File: config.mk
export PLATFORM = sky130hd
export DESIGN_NAME = i2lbs_scan_scheduler
export DESIGN_NICKNAME = d
export VERILOG_FILES = /design/src/rtl/i2lbs_scan_scheduler_pkg.sv /design/src/rtl/i2lbs_scan_scheduler_det_fifo.sv /design/src/rtl/i2lbs_scan_scheduler.sv
export SDC_FILE = /design/constraint.sdc
export NUM_CORES = 1
export LEC_CHECK = 0
export BUFFER_PORTS_ARGS = -buffer_cell sky130_fd_sc_hd__buf_2
export CAP_MARGIN = 20
export CORE_MARGIN = 2
export CORE_UTILIZATION = 62
export DETAILED_ROUTE_END_ITERATION = 6
export GPL_ROUTABILITY_DRIVEN = 0
export PLACE_DENSITY_LB_ADDON = 0.05
export SYNTH_ARGS = -nofsm -noshare
export SYNTH_HDL_FRONTEND = slang
export SYNTH_SLANG_ARGS = --single-unit
File: constraint.sdc
create_clock -name clk_fpga -period 9.31 [get_ports clk_fpga]
set_input_delay 2.3275 -clock clk_fpga [delete_from_list [all_inputs] [get_ports clk_fpga]]
set_output_delay 2.3275 -clock clk_fpga [all_outputs]
set_load 0.02 [all_outputs]
File: src/rtl/i2lbs_scan_scheduler_pkg.sv
// Shared types for the I2LBS scan scheduler: FSM states and detection records.
package i2lbs_sched_pkg;

  localparam int DW      = 12;
  localparam int NS      = 4;
  localparam int SCALE_W = (NS > 1) ? $clog2(NS) : 1;

  typedef enum logic [2:0] {
    ST_IDLE       = 3'd0,
    ST_LOAD_SCALE = 3'd1,
    ST_ISSUE      = 3'd2,
    ST_WAIT       = 3'd3,
    ST_ADVANCE    = 3'd4,
    ST_DONE       = 3'd5
  } sched_state_e;

  typedef struct packed {
    logic [DW-1:0]      x;
    logic [DW-1:0]      y;
    logic [SCALE_W-1:0] scale;
  } det_rec_t;

endpackage

File: src/rtl/i2lbs_scan_scheduler_det_fifo.sv
// First-word fall-through FIFO of detection records with a sticky drop flag.
module i2lbs_det_fifo
  import i2lbs_sched_pkg::*;
#(
  parameter int DEPTH = 4
) (
  input  logic     clk_i,
  input  logic     rst_ni,
  input  logic     clr_ovf_i,
  input  logic     push_i,
  input  det_rec_t push_rec_i,
  input  logic     pop_i,
  output logic     empty_o,
  output det_rec_t head_o,
  output logic     overflow_o
);

  localparam int AW = $clog2(DEPTH);

  det_rec_t      mem_q [DEPTH];
  logic [AW-1:0] wr_ptr_q;
  logic [AW-1:0] rd_ptr_q;
  logic [AW:0]   count_q;
  logic          overflow_q;
  logic          full_s;
  logic          do_push_s;
  logic          do_pop_s;

  // A pop frees a slot in the same cycle, so a push at full still succeeds.
  always_comb begin
    full_s    = (count_q == (AW+1)'(DEPTH));
    do_pop_s  = pop_i && (count_q != '0);
    do_push_s = push_i && (!full_s || do_pop_s);
  end

  // Storage, pointers, occupancy and the sticky overflow flag.
  always_ff @(posedge clk_i or negedge rst_ni) begin
    if (!rst_ni) begin
      for (int i = 0; i < DEPTH; i++) begin
        mem_q[i] <= '0;
      end
      wr_ptr_q   <= '0;
      rd_ptr_q   <= '0;
      count_q    <= '0;
      overflow_q <= 1'b0;
    end else begin
      if (do_push_s) begin
        mem_q[wr_ptr_q] <= push_rec_i;
        wr_ptr_q        <= wr_ptr_q + AW'(1);
      end
      if (do_pop_s) begin
        rd_ptr_q <= rd_ptr_q + AW'(1);
      end
      case ({do_push_s, do_pop_s})
        2'b10:   count_q <= count_q + (AW+1)'(1);
        2'b01:   count_q <= count_q - (AW+1)'(1);
        default: count_q <= count_q;
      endcase
      if (clr_ovf_i) begin
        overflow_q <= 1'b0;
      end else if (push_i && !do_push_s) begin
        overflow_q <= 1'b1;
      end
    end
  end

  assign empty_o    = (count_q == '0);
  assign head_o     = empty_o ? '0 : mem_q[rd_ptr_q];
  assign overflow_o = overflow_q;

endmodule

File: src/rtl/i2lbs_scan_scheduler.sv
// Multi-scale sliding-window scan sequencer for the I2LBS classifier.
module i2lbs_scan_scheduler
  import i2lbs_sched_pkg::*;
#(
  parameter int DATA_WIDTH_12   = DW,
  parameter int NUM_SCALE       = NS,
  parameter int INTEGRAL_WIDTH  = 3,
  parameter int INTEGRAL_HEIGHT = 3,
  parameter int WINDOW_STEP     = 1,
  parameter int FIFO_DEPTH      = 4
) (
  input  logic                               clk_fpga,
  input  logic                               reset_fpga,
  input  logic                               i_start,
  input  logic                               i_abort,
  input  logic [NUM_SCALE*DATA_WIDTH_12-1:0] i_cfg_width,
  input  logic [NUM_SCALE*DATA_WIDTH_12-1:0] i_cfg_height,
  output logic                               o_busy,
  output logic                               o_inspect_req,
  input  logic                               i_inspect_ack,
  input  logic                               i_inspect_done,
  input  logic                               i_candidate,
  output logic [DATA_WIDTH_12-1:0]           o_win_x,
  output logic [DATA_WIDTH_12-1:0]           o_win_y,
  output logic [SCALE_W-1:0]                 o_scale_idx,
  output logic                               o_det_valid,
  output logic [DATA_WIDTH_12-1:0]           o_det_x,
  output logic [DATA_WIDTH_12-1:0]           o_det_y,
  output logic [SCALE_W-1:0]                 o_det_scale,
  input  logic                               i_det_ready,
  output logic                               o_frame_done,
  output logic                               o_overflow
);

  // Window bounds are compared one bit wider than the coordinates so they never wrap.
  localparam int XW = DATA_WIDTH_12 + 1;
  localparam logic [XW-1:0] STEP_E  = XW'(WINDOW_STEP);
  localparam logic [XW-1:0] WIN_W_E = XW'(INTEGRAL_WIDTH);
  localparam logic [XW-1:0] WIN_H_E = XW'(INTEGRAL_HEIGHT);

  sched_state_e             state_q, state_d;
  logic [DATA_WIDTH_12-1:0] x_q, x_d, y_q, y_d, w_q, w_d, h_q, h_d;
  logic [SCALE_W-1:0]       scale_q, scale_d;
  logic                     req_q, req_d, busy_q, busy_d, fdone_q, fdone_d;
  logic [XW-1:0]            x_next_s, y_next_s;
  logic                     last_scale_s, push_s, clr_ovf_s, fifo_empty_s;
  det_rec_t                 push_rec_s, head_s;
  logic [DATA_WIDTH_12-1:0] cfg_w_s [NUM_SCALE];
  logic [DATA_WIDTH_12-1:0] cfg_h_s [NUM_SCALE];

  for (genvar g = 0; g < NUM_SCALE; g++) begin : g_cfg
    assign cfg_w_s[g] = i_cfg_width[g*DATA_WIDTH_12 +: DATA_WIDTH_12];
    assign cfg_h_s[g] = i_cfg_height[g*DATA_WIDTH_12 +: DATA_WIDTH_12];
  end

  // Next-state, coordinate stepping and FIFO push decisions; abort overrides all.
  always_comb begin
    state_d      = state_q;
    x_d          = x_q;
    y_d          = y_q;
    w_d          = w_q;
    h_d          = h_q;
    scale_d      = scale_q;
    push_s       = 1'b0;
    clr_ovf_s    = 1'b0;
    x_next_s     = {1'b0, x_q} + STEP_E;
    y_next_s     = {1'b0, y_q} + STEP_E;
    last_scale_s = (scale_q == SCALE_W'(NUM_SCALE - 1));
    push_rec_s   = {x_q, y_q, scale_q};
    if (i_abort) begin
      state_d = ST_IDLE;
    end else begin
      case (state_q)
        ST_IDLE: begin
          if (i_start) begin
            clr_ovf_s = 1'b1;
            scale_d   = '0;
            state_d   = ST_LOAD_SCALE;
          end else begin
            state_d = ST_IDLE;
          end
        end
        ST_LOAD_SCALE: begin
          w_d = cfg_w_s[scale_q];
          h_d = cfg_h_s[scale_q];
          x_d = '0;
          y_d = '0;
          if (({1'b0, cfg_w_s[scale_q]} < WIN_W_E) || ({1'b0, cfg_h_s[scale_q]} < WIN_H_E)) begin
            if (last_scale_s) begin
              state_d = ST_DONE;
            end else begin
              scale_d = scale_q + SCALE_W'(1);
              state_d = ST_LOAD_SCALE;
            end
          end else begin
            state_d = ST_ISSUE;
          end
        end
        ST_ISSUE: begin
          if (i_inspect_ack) begin
            state_d = ST_WAIT;
          end else begin
            state_d = ST_ISSUE;
          end
        end
        ST_WAIT: begin
          if (i_inspect_done) begin
            push_s  = i_candidate;
            state_d = ST_ADVANCE;
          end else begin
            state_d = ST_WAIT;
          end
        end
        ST_ADVANCE: begin
          if (x_next_s + WIN_W_E <= {1'b0, w_q}) begin
            x_d     = x_next_s[DATA_WIDTH_12-1:0];
            state_d = ST_ISSUE;
          end else begin
            x_d = '0;
            if (y_next_s + WIN_H_E <= {1'b0, h_q}) begin
              y_d     = y_next_s[DATA_WIDTH_12-1:0];
              state_d = ST_ISSUE;
            end else if (last_scale_s) begin
              state_d = ST_DONE;
            end else begin
              scale_d = scale_q + SCALE_W'(1);
              state_d = ST_LOAD_SCALE;
            end
          end
        end
        ST_DONE: state_d = ST_IDLE;
        default: state_d = ST_IDLE;
      endcase
    end
    req_d   = (state_d == ST_ISSUE);
    busy_d  = (state_d != ST_IDLE);
    fdone_d = (state_d == ST_DONE);
  end

  // State, window position and registered status outputs.
  always_ff @(posedge clk_fpga or negedge reset_fpga) begin
    if (!reset_fpga) begin
      state_q <= ST_IDLE;
      x_q     <= '0;
      y_q     <= '0;
      w_q     <= '0;
      h_q     <= '0;
      scale_q <= '0;
      req_q   <= 1'b0;
      busy_q  <= 1'b0;
      fdone_q <= 1'b0;
    end else begin
      state_q <= state_d;
      x_q     <= x_d;
      y_q     <= y_d;
      w_q     <= w_d;
      h_q     <= h_d;
      scale_q <= scale_d;
      req_q   <= req_d;
      busy_q  <= busy_d;
      fdone_q <= fdone_d;
    end
  end

  i2lbs_det_fifo #(
    .DEPTH (FIFO_DEPTH)
  ) u_det_fifo (
    .clk_i      (clk_fpga),
    .rst_ni     (reset_fpga),
    .clr_ovf_i  (clr_ovf_s),
    .push_i     (push_s),
    .push_rec_i (push_rec_s),
    .pop_i      (i_det_ready),
    .empty_o    (fifo_empty_s),
    .head_o     (head_s),
    .overflow_o (o_overflow)
  );

  assign o_busy        = busy_q;
  assign o_inspect_req = req_q;
  assign o_frame_done  = fdone_q;
  assign o_win_x       = x_q;
  assign o_win_y       = y_q;
  assign o_scale_idx   = scale_q;
  assign o_det_valid   = !fifo_empty_s;
  assign o_det_x       = head_s.x;
  assign o_det_y       = head_s.y;
  assign o_det_scale   = head_s.scale;

endmodule

======== Word level (Yosys, flattened, before mapping) ========
Cells that the tools add are included.
word-level totals
  register bits ........................... 168
  input port bits ......................... 104
  output and inout bits ................... 57
  logic and storage cells ................. 124
cells by class
  add/sub/neg operators ................... 9
  magnitude comparators ................... 8
  eq/ne operators ......................... 15
  multiplexer cells ....................... 42
  bitwise gates (word level) .............. 4
  reduce and logical (&&, ||, !) cells .... 21
operator list
  operator                                                  number
  bitwise mux 104 bit                                       1
  two-way mux 26 bit                                        4
  two-way mux 12 bit                                        7
  binary-select mux 26 bit (select 2 bit)                   1
  demux 26 bit (select 2 bit)                               1
  binary-select mux 12 bit (select 2 bit)                   2
  one-hot mux 12 bit (2 select lines)                       2
  adder 12 x 1 -> 13 bit, second input constant             2
  adder 13 x 2 -> 13 bit, second input constant             2
  <= comparator 13 x 12 -> 1 bit                            2
  < comparator 12 x 2 -> 1 bit, second input constant       2
  two-way mux 3 bit                                         6
  one-hot mux 3 bit (5 select lines)                        1
  two-way mux 1 bit                                         10
  two-way mux 2 bit                                         5
  inequality test 2 bit, second input constant              5
  == test 3 x 2 -> 1 bit, second input constant             3
  == test 3 bit, second input constant                      3
  greater-or-equal comparator 3 bit, second input constant  3
  inverter 2 -> 3 bit                                       3
  nonzero test 3 bit                                        3
  adder 2 x 1 -> 2 bit, second input constant               3
  zero test 3 bit                                           2
  one-hot mux 2 bit (3 select lines)                        1
  other kinds (15)                                          25

======== Logic depth before layout (Yosys ltp) ========
Gate-level depths: netlist (run 1).
  depth in word-level cells ............... 10
  depth in mapped cells ................... 19
  depth with buffers taken out ............ 18

======== By module ========
Synthesis (run 1) repeated with hierarchy kept, for this count alone.
unflattened totals
  cells, all modules ...................... 847
  area, all modules ....................... 9883.2 sq um
modules (own cells, without submodules)
  module                times used  cells each  area each (sq um)  sequential area each (sq um)
  i2lbs_det_fifo        1           321         5133.7             2802.7
  i2lbs_scan_scheduler  1           526         4749.6             1401.3

======== Worst setup path after synthesis (run 1) ========
Ideal clock, no wire load.
  path kind ............................... register to output
  start ................................... reg u_det_fifo.rd_ptr_q[0]
  end ..................................... out o_det_x[0]
  arrival ................................. 2129 ps
  data required time ...................... 6983 ps
  setup slack ............................. 4854 ps
  stages on the path, launching flop included .. 5
  path buffers ............................ 2
  cells stage by stage .................... dfrtp_1 clkbuf_1 buf_1 mux4_2 and2_1
between the ends
  cells in the longest elaborated chain, start to end .. 5
ends and longest elaborated chain
  what                                                    line                                 RTL
  start: declaration                                      i2lbs_scan_scheduler_det_fifo.sv:22  logic [AW-1:0] rd_ptr_q;
  start signal: assignment                                i2lbs_scan_scheduler_det_fifo.sv:52  rd_ptr_q <= rd_ptr_q + AW'(1);
  inverter 2 -> 3 bit (not written as such)               i2lbs_scan_scheduler_det_fifo.sv:68  assign head_o = empty_o ? '0 : mem_q[rd_ptr_q];
  binary-select mux 26 bit (select 2 bit)                 i2lbs_scan_scheduler_det_fifo.sv:68
  two-way mux 26 bit (not written as such) (2 in series)  i2lbs_scan_scheduler_det_fifo.sv:68
  two-way mux 26 bit                                      i2lbs_scan_scheduler_det_fifo.sv:68
  end: declaration                                        i2lbs_scan_scheduler.sv:27           output logic [DATA_WIDTH_12-1:0] o_det_x,
No other way between the ends. The select of a mux whose other input is x is not followed.

======== Worst setup path after layout (run 1) ========
  start ................................... reg u_det_fifo.rd_ptr_q[0]
  end ..................................... out o_det_scale[0]
between the ends
  cells in the longest elaborated chain, start to end .. 5
ends and longest elaborated chain
  what                                                    line                                 RTL
  inverter 2 -> 3 bit (not written as such)               i2lbs_scan_scheduler_det_fifo.sv:68
  binary-select mux 26 bit (select 2 bit)                 i2lbs_scan_scheduler_det_fifo.sv:68
  two-way mux 26 bit (not written as such) (2 in series)  i2lbs_scan_scheduler_det_fifo.sv:68
  two-way mux 26 bit                                      i2lbs_scan_scheduler_det_fifo.sv:68
  end: declaration                                        i2lbs_scan_scheduler.sv:29           output logic [SCALE_W-1:0] o_det_scale,
No other way between the ends. The select of a mux whose other input is x is not followed.

==> run metrics, run 1 <==
number of flops mapped to enable cells by yosys=0; antenna violations before repair=0; crit-path cells=buf_4 > mux4_2 > and2_1 > buf_2; Initial DRC Count=approximately 550; arrival time worst endpoint=~2.5 ns; drt first pass iters=5; hold path startpoint=u_det_fifo.mem_q[16]$_DFFE_PN0P_; diodes inserted=0; most frequent cells in the layout=dfrtp_1, buf_2, nand2_1; power per cell area=about 190 nW/um2; Hold EP=u_det_fifo.mem_q[16]$_DFFE_PN0P_; nature of the critical path endpoint=output port; WHS Path Cells=2; Yosys cell types=59; most common cell after layout, fill and taps aside=dfrtp_1; final wirelength=approximately 23,000 um; Reg clk slew, reported paths=about 0.06 ns; Achievable Freq=approximately 210 MHz; Worst Path Required=roughly 7 ns; ys async rst share=100%; Critical Path Source Type=register; Syn-to-layout area delta=15.1%; die footprint=16,500 um2; Rel. slew slack=about a third; FF-to-FF path depth=17; RSZ-0062 raised after global routing=no; Starting Density=between 60% and 70%; final hold vios=0; Final Cell Area=11,000 um2; status=completed; R2R Path End=o_scale_idx[0]$_DFFE_PN0P_; layout cell share with drive strength beyond 1=roughly a third; GRT Total Usage=28.5%; Cell Count, Final, Fillers Out=approximately 1,200; dpl hpwl=16,200 um; port buffer count=160; routed len/inst=between 15 and 20 um; buffers and inverters on the worst path=2; post-route ant nets=0; die width=between 100 and 150 um; Core ar.=approximately 15,000 um2; setup slack, reg-to-reg=a little under 5 ns; H-tree depth=4; Post-CTS Hold Fix Bufs=0; IO Count=around 160; worst slew pin tran=roughly 0.97 ns; pin count of the biggest net entering global routing=110; #FFs+latches synth=between 150 and 200; skew final=0.00915 ns; Cell Area, Synth=9590 um2; # rows=45; Peak VDD IR=about 0.00016 V; worst-path fanout max=19; slowest stage delay, CP=roughly 0.70 ns; first-pass GRT wire length=approximately 36,000 um; area post-placement=around 10,000 um2; Synth Warn #=0; TNS Setup=0 ns; cts repair resizes=0; CP top delay family=flip-flops; main flop type after synthesis=dfrtp_1; leakage power=between 5 and 6 nW; vias in the first global route=around 7,400; Hold Path Class=register to register; Post-Syn Nets=997; Stages on worst setup path=4; Max stage delay cell, worst path=dfrtp_1; clock latency on the worst-skew pair=around 0.43 ns; drt drc=0; Setup WS post-layout=4.46 ns; Vias/cell=~6.2; Setup-failing EPs final=0; clock root buffer=clkbuf_16; Max clock buf depth=2; total CTS buffers=17; Vias=roughly 7,300; Filler Cell Count=1,068; gr ovfl total=0; clk sink count=168; final net count=approximately 1,100; Final Max Slew Viols=0; placed cell count=between 1,000 and 1,500; crit path from=u_det_fifo.rd_ptr_q[0]$_DFFE_PN0P_; Setup CP Type=register to output port; Final period util=52.1%; Place WS=a little under 5 ns; Mapped Cells=approximately 860; Setup Fix Bufs, Post-CTS=0; CTS tree=built; die height=128 um; worst r2r src=o_win_y[1]$_DFFE_PN0P_; sequential share of the synthesized area=roughly 44%; final period demand of the worst path=around 4.8 ns; syn_area_per_cell=approximately 11 um2; Max Cap Violations=0
-- Yosys cell counts (4+ instances only) --
library cell  number  area [um2]
a211oi_1           4        30.0
a21o_1             6        45.0
a21oi_1           14        70.1
and2_1            32         200
and3_1             5        31.3
buf_1              6        22.5
buf_2              6        30.0
clkbuf_1          45         169
dfrtp_1          168        4200
ha_1              33         413
inv_1             37         139
mux2_2            90        1010
mux4_2            50        1130
nand2_1           99         372
nand2b_1           6        37.5
nand3_1           26         130
nand4_1            7        43.8
nor2_1            24        90.1
nor2b_1            6        37.5
nor3_1             9        45.0
nor3b_1            4        30.0
nor4_1             6        37.5
o211ai_1           6        45.0
o21ai_0           65         325
o31ai_1            8        60.1
o41ai_1            4        35.0
or3_1              5        31.3
xnor2_1           22         193
xor2_1            21         184
-- logic make-up (layout without fill, tap and decap cells) --
kind of cell    after synthesis  in the layout  synth area share (%)
compound gates              131            131                  8.64
xor+xnor                     43             43                  3.93
fa+ha+maj                    34             34                  4.51
buf+inv                      98            241                  4.01
flops                       168            168                  43.8
mux                         141            141                  22.4
simple gates                244            244                  12.7
-- worst max-delay path by stage --
| stage | to | slack, ns |
|---|---|---|
| 4_1_cts | o_det_scale[0] | 4.41 |
| 6_report | o_det_scale[0] | 4.46 |
| 3_3_place_gp | o_det_x[11] | 4.88 |
| 2_1_floorplan | o_det_x[0] | 4.85 |
| 3_5_place_dp | o_det_scale[1] | 4.88 |
| 5_1_grt | o_det_scale[0] | 4.29 |
-- tightest hold or removal path, delay by kind of cell, from the launching register on --
family,cells,cell delay [ns]
AND/OR/NAND/NOR,1,0.04
flip-flops,1,0.34
AO/OA/AOI/OAI,1,0.06
-- sequential cells by signal, indices dropped and copies added, names as in the netlist --
signal,flops
u_det_fifo.mem_q,104
h_q,12
o_win_x,12
o_win_y,12
w_q,12
state_q,3
u_det_fifo.count_q,3
o_scale_idx,2
u_det_fifo.rd_ptr_q,2
u_det_fifo.wr_ptr_q,2
o_busy,1
o_frame_done,1
o_inspect_req,1
u_det_fifo.overflow_o,1
-- report_power, final --
part	switching [mW]	internal, mW
registers	0.0916	0.804
logic	0.273	0.251
clock network	0.286	0.377
-- final cells by class --
class	count	area [um2]	share of cell area [%]
multi-input cells	593	5000	45.3
flip-flops and latches	168	4210	38.1
repair buffers	171	890	8.06
clock buffers	23	498	4.51
well taps	188	235	2.13
inverters	38	143	1.29
clock inverters	9	65.1	0.589
-- per-stage QoR --
step	util (%)	total power, mW	hold slack, ns
after floorplan	-	1.28	0.445
after global placement	69.2	1.41	0.456
after detailed placement	69.2	1.43	0.470
after CTS	72.9	2.10	0.484
after global routing	72.9	2.19	0.495
final	72.9	2.08	0.482
-- per-layer routing --
metal	GRT usage (%)	routed length, um
met1	36.3	9470
met5	0	0
met3	4.16	1040
met2	50.0	11600
met4	10.7	556
(Power assumes the default switching activity.)
==> inputs of run 2 (changes only) <==
CORE_UTILIZATION = 52   (was 62)
clock period = 3.9 ns   (was 9.31 ns; I/O delays follow)
==> run metrics, run 2 (synthesized netlist as in run 1, its figures left out) <==
Vias/cell=5.68 (-7.7%); die width=140 um (+8.9%); Place WS=0.0231 ns (-4.86 ns); antenna violations before repair=0 (unchanged); layout cell share with drive strength beyond 1=39.6% (+4.8 points); total CTS buffers=17 (unchanged); worst-path fanout max=8 (-11); diodes inserted=0 (unchanged); clock latency on the worst-skew pair=0.43 ns (about the same); Max clock buf depth=2 (unchanged); Reg clk slew, reported paths=0.07 ns (about the same); drt first pass iters=5 (unchanged); drt drc=0 (unchanged); Post-CTS Hold Fix Bufs=0 (unchanged); Filler Cell Count=1,474 (+38%); Core ar.=18,000 um2 (+19%); Critical Path Source Type=register; final net count=1,178 (+4.5%); Setup CP Type=register to register; CTS tree=built; first-pass GRT wire length=38,300 um (+5.1%); clock root buffer=clkbuf_16; largest register by flop count=u_det_fifo.mem_q; Achievable Freq=around 270 MHz; final period demand of the worst path=between 3 and 4 ns; Worst Path Required=4.26 ns (-2.72 ns); power per cell area=446 nW/um2 (+140%); TNS Setup=0 ns (unchanged); arrival time worst endpoint=4.10 ns (+1.58 ns); port buffer count=160 (unchanged); gr ovfl total=0 (unchanged); Max Cap Violations=0 (unchanged); die height=140 um (+8.9%); Peak VDD IR=0.000285 V (+82%); Starting Density=53.2% (-10 points); Setup-failing EPs final=0 (unchanged); post-route ant nets=0 (unchanged); status=completed; most frequent cells in the layout=dfrtp_1, buf_2, nand2_1; max reg flops=104 (unchanged); worst slew pin tran=0.929 ns (-0.0440 ns); final hold vios=0 (unchanged); Initial DRC Count=342 (-38%); most common cell after layout, fill and taps aside=dfrtp_1; pin count of the biggest net entering global routing=81 (-26%); dpl hpwl=16,800 um (+3.5%); Hold Path Class=register to register; Vias=7,282 (-0.68%); # rows=49 (+8.9%); routed len/inst=18.3 um (-4.1%); IO Count=161 (unchanged); clk sink count=168 (unchanged); Setup WS post-layout=0.161 ns (-4.30 ns); Syn-to-layout area delta=21.2%; Final period util=between 90% and 100%; final wirelength=23,400 um (+3.2%); Rel. slew slack=38.1% (+2.9 points); H-tree depth=4 (unchanged); die footprint=19,500 um2 (+19%); vias in the first global route=7,316 (-1.3%); Final Max Slew Viols=0 (unchanged); leakage power=5.60 nW (+5.6%); RSZ-0062 raised after global routing=yes; nature of the critical path endpoint=register; skew final=0.0134 ns (+0.00422 ns); GRT Total Usage=24.8% (-3.8 points)
==> run 2: cell count changes in the layout (fill, tap and decap cells not counted), sizes merged <==
cell | before | now
clkbuf | 23 | 18
inv | 38 | 41
clkinv | 7 | 5
buf | 171 | 222
bufinv | 0 | 3
==> run 2: what timing repair did <==
item,in CTS,in global routing
setup endpoints to repair,2,29
setup buffers,2,7
gates cloned,0,0
resized for setup,1,19
pin swaps,1,5
==> run 2: metrics by stage <==
stage	power, mW	cell area, um2	std cells	utilization [%]	hold slack [ns]
after floorplan	3.05	9590	859	-	0.445
after global placement	3.44	10900	1241	60.3	0.460
after detailed placement	3.46	10900	1241	60.3	0.466
after CTS	5.22	11500	1274	63.8	0.481
after global routing	5.49	11600	1281	64.5	0.494
final	5.19	11600	1281	64.5	0.476
==> run 2: final cells by class <==
class	instances	area (um2)	area share, %
Sequential cell	168	4210	36.2
Inverter	38	143	1.23
Timing Repair Buffer	222	1300	11.2
Multi-Input combinational cell	593	5080	43.7
Clock inverter	13	170	1.46
Tap cell	229	287	2.46
Clock buffer	18	439	3.78
==> run 2: where the power goes <==
group | internal (mW) | total [mW] | switching, mW
clock | 1.03 | 1.76 | 0.733
sequential | 1.92 | 2.15 | 0.228
combinational | 0.632 | 1.28 | 0.645
total | 3.58 | 5.19 | 1.60
==> run 2: path summary, 6_finish.rpt <==
| check | end | slack [ns] | start | cells past startpoint |
|---|---|---|---|---|
| setup / recovery | o_win_y[3]$_DFFE_PN0P_ | 0.16 | o_win_y[3]$_DFFE_PN0P_ | 18 |
| hold / removal | u_det_fifo.mem_q[66]$_DFFE_PN0P_ | 0.48 | u_det_fifo.mem_q[66]$_DFFE_PN0P_ | 2 |
| setup reg to reg | o_win_y[3]$_DFFE_PN0P_ | 0.16 | o_win_y[3]$_DFFE_PN0P_ | 18 |
| hold reg to reg | u_det_fifo.mem_q[66]$_DFFE_PN0P_ | 0.48 | u_det_fifo.mem_q[66]$_DFFE_PN0P_ | 2 |
| max in group asynchronous | o_scale_idx[0]$_DFFE_PN0P_ | 2.53 | reset_fpga | 2 |
| min in group asynchronous | u_det_fifo.mem_q[96]$_DFFE_PN0P_ | 0.51 | reset_fpga | 1 |
==> run 2: worst max-delay path, cell delays in order (launching register included) <==
cell      delay [ns]
dfrtp_1         0.40
ha_1            0.24
and2_4          0.19
buf_4           0.15
nand2_1         0.13
xor2_1          0.18
nor3_2          0.23
buf_4           0.15
xnor2_1         0.07
ha_1            0.19
a21o_1          0.15
a21oi_1         0.17
mux2_2          0.17
a31oi_1         0.06
a311oi_4        0.36
buf_4           0.19
nand2_4         0.07
or4_1           0.47
nand3_1         0.09
==> run 2: metal layers <==
layer / GRT usage, % / up-vias / part of all wire [%] / wire [um]
met3: 3.10 / 33 / 3.8 / 880
met4: 7.47 / 0 / 1.7 / 391
met1: 34.1 / 3573 / 45 / 10600
met5: 0 / - / 0 / 0
li1: - / 3459 / - / -
met2: 41.5 / 217 / 49 / 11500
==> inputs of run 3 (changes only) <==
CORE_ASPECT_RATIO = 1.4   (was default)
==> run metrics, run 3 (synthesized netlist as in run 1, its figures left out) <==
GRT Total Usage=25.0% (+0.21 points); die width=119 um (-15%); final hold vios=0 (unchanged); # rows=58 (+18%); Peak VDD IR=0.000256 V (-10%); FF+latch area=4210 um2 (about the same); Rel. slew slack=40.4% (+2.3 points); port buffer count=160 (unchanged); max reg flops=104 (unchanged); worst slew pin tran=0.893 ns (-0.0352 ns); die height=165 um (+18%); clk sink count=168 (unchanged); Achievable Freq=270 MHz (+1.0%); Final Max Slew Viols=0 (unchanged); area of the multi-input gates=5090 um2 (+0.15%); Reg clk slew, reported paths=0.07 ns (about the same); WHS=0.477 ns (+0.00144 ns); pin count of the biggest net entering global routing=72 (-11%); CTS tree=built; Syn-to-layout area delta=21.9%; Setup-failing EPs final=0 (unchanged); routed len/inst=18.5 um (+1.4%); skew final=0.00708 ns (-0.00629 ns); nature of the critical path endpoint=register; leakage power=5.62 nW (+0.22%); post-layout util=65.0% (+0.45 points); Worst Path Required=4.27 ns (about the same); Hold Path Class=register to register; drt drc=0 (unchanged); Max clock buf depth=2 (unchanged); RSZ-0062 raised after global routing=yes; layout cell share with drive strength beyond 1=40.6% (+0.98 points); Vias/cell=5.63 (-0.94%); Initial DRC Count=386 (+13%); Max Cap Violations=0 (unchanged); Place WS=0.0746 ns (+0.0514 ns); Filler Cell Count=1,498 (+1.6%); Vias=7,326 (+0.60%); clock root buffer=clkbuf_16; final period demand of the worst path=3.70 ns (-0.0378 ns); Setup WS post-layout=0.199 ns (+0.0378 ns); gr ovfl total=0 (unchanged); worst-path fanout max=8 (unchanged); post-route ant nets=0 (unchanged); final wirelength=24,100 um (+3.0%); clock latency on the worst-skew pair=0.44 ns (about the same); dpl hpwl=17,500 um (+4.2%); first-pass GRT wire length=37,900 um (-1.1%); Final period util=94.9% (-0.97 points); Core ar.=18,000 um2 (-0.15%); Final Cell Area=11,700 um2 (+0.55%); arrival time worst endpoint=4.07 ns (-0.03 ns); most frequent cells in the layout=dfrtp_1, buf_2, nand2_1; die footprint=19,600 um2 (about the same); power per cell area=439 nW/um2 (-1.7%); vias in the first global route=7,254 (-0.85%); Setup CP Type=register to register; status=completed; Starting Density=53.3% (+0.081 points); largest register by flop count=u_det_fifo.mem_q; area post-placement=11,000 um2 (+0.89%); total CTS buffers=17 (unchanged); most common cell after layout, fill and taps aside=dfrtp_1; H-tree depth=4 (unchanged); drt first pass iters=5 (unchanged); antenna violations before repair=0 (unchanged); diodes inserted=0 (unchanged); Critical Path Source Type=register; final net count=1,186 (+0.68%); IO Count=161 (unchanged)
[run 3: worst max-delay path, cell delays in order, from the launching register on]
cell and delay, ns:
dfrtp_1 0.37, ha_2 0.22, buf_6 0.12, nand3_4 0.09
nor2_4 0.15, nand2_1 0.08, xor2_1 0.14, o22ai_1 0.18
nand2_1 0.11, nor3b_2 0.21, xnor2_1 0.10, ha_1 0.30
and3_4 0.18, nand3_2 0.07, a221o_1 0.26, a21o_1 0.22
nand2_2 0.12, nand2_2 0.12, or4_1 0.49, nand3_1 0.09
[run 3: layer usage]
| layer | global-route usage [%] | share of wire (%) | up-vias |
|---|---|---|---|
| met3 | 4.28 | 3.1 | 32 |
| met4 | 7.20 | 1.5 | 0 |
| li1 | - | - | 3467 |
| met1 | 33.0 | 43 | 3687 |
| met2 | 42.7 | 52 | 140 |
| met5 | 0 | 0 | - |
[run 3: worst paths after layout]
path                                                   from                                to  slack (ns)  depth (start not counted)
setup / recovery                     o_win_x[0]$_DFFE_PN0P_            o_win_y[3]$_DFFE_PN0P_        0.20                         19
hold / removal             u_det_fifo.mem_q[68]$_DFFE_PN0P_  u_det_fifo.mem_q[68]$_DFFE_PN0P_        0.48                          2
setup reg to reg                     o_win_x[0]$_DFFE_PN0P_            o_win_y[3]$_DFFE_PN0P_        0.20                         19
hold reg to reg            u_det_fifo.mem_q[68]$_DFFE_PN0P_  u_det_fifo.mem_q[68]$_DFFE_PN0P_        0.48                          2
max in group asynchronous                        reset_fpga            o_win_x[2]$_DFFE_PN0P_        2.38                          2
min in group asynchronous                        reset_fpga  u_det_fifo.mem_q[87]$_DFFE_PN0P_        0.54                          1
[run 3: stage by stage]
step / power [mW] / std cells / TNS [ns]
finish: 5.13 / 1301 / 0
detailed placement: 3.48 / 1263 / 0
CTS: 5.17 / 1295 / 0
global placement: 3.45 / 1263 / 0
floorplan: 3.05 / 859 / 0
global route: 5.43 / 1301 / -0.137
[run 3: timing repair]
action                                 CTS  global route
setup endpoints to repair                0            29
endpoints found under the hold margin    0             0
hold buffers                             0             0
setup buffers                            0             6
gates resized for setup                  0            25
[run 3: cell type report]
cell class	count	share of cell area [%]
multi-input cells	593	43.5
flip-flops and latches	168	36.0
repair buffers	230	11.6
clock buffers	19	3.87
well taps	240	2.57
inverters	38	1.22
clock inverters	13	1.16
[run 3: where the power goes]
part / internal [mW] / switching (mW) / leakage, nW
sequential: 1.92 / 0.215 / 2.28
clock: 0.933 / 0.748 / 0.288
combinational: 0.649 / 0.663 / 3.05
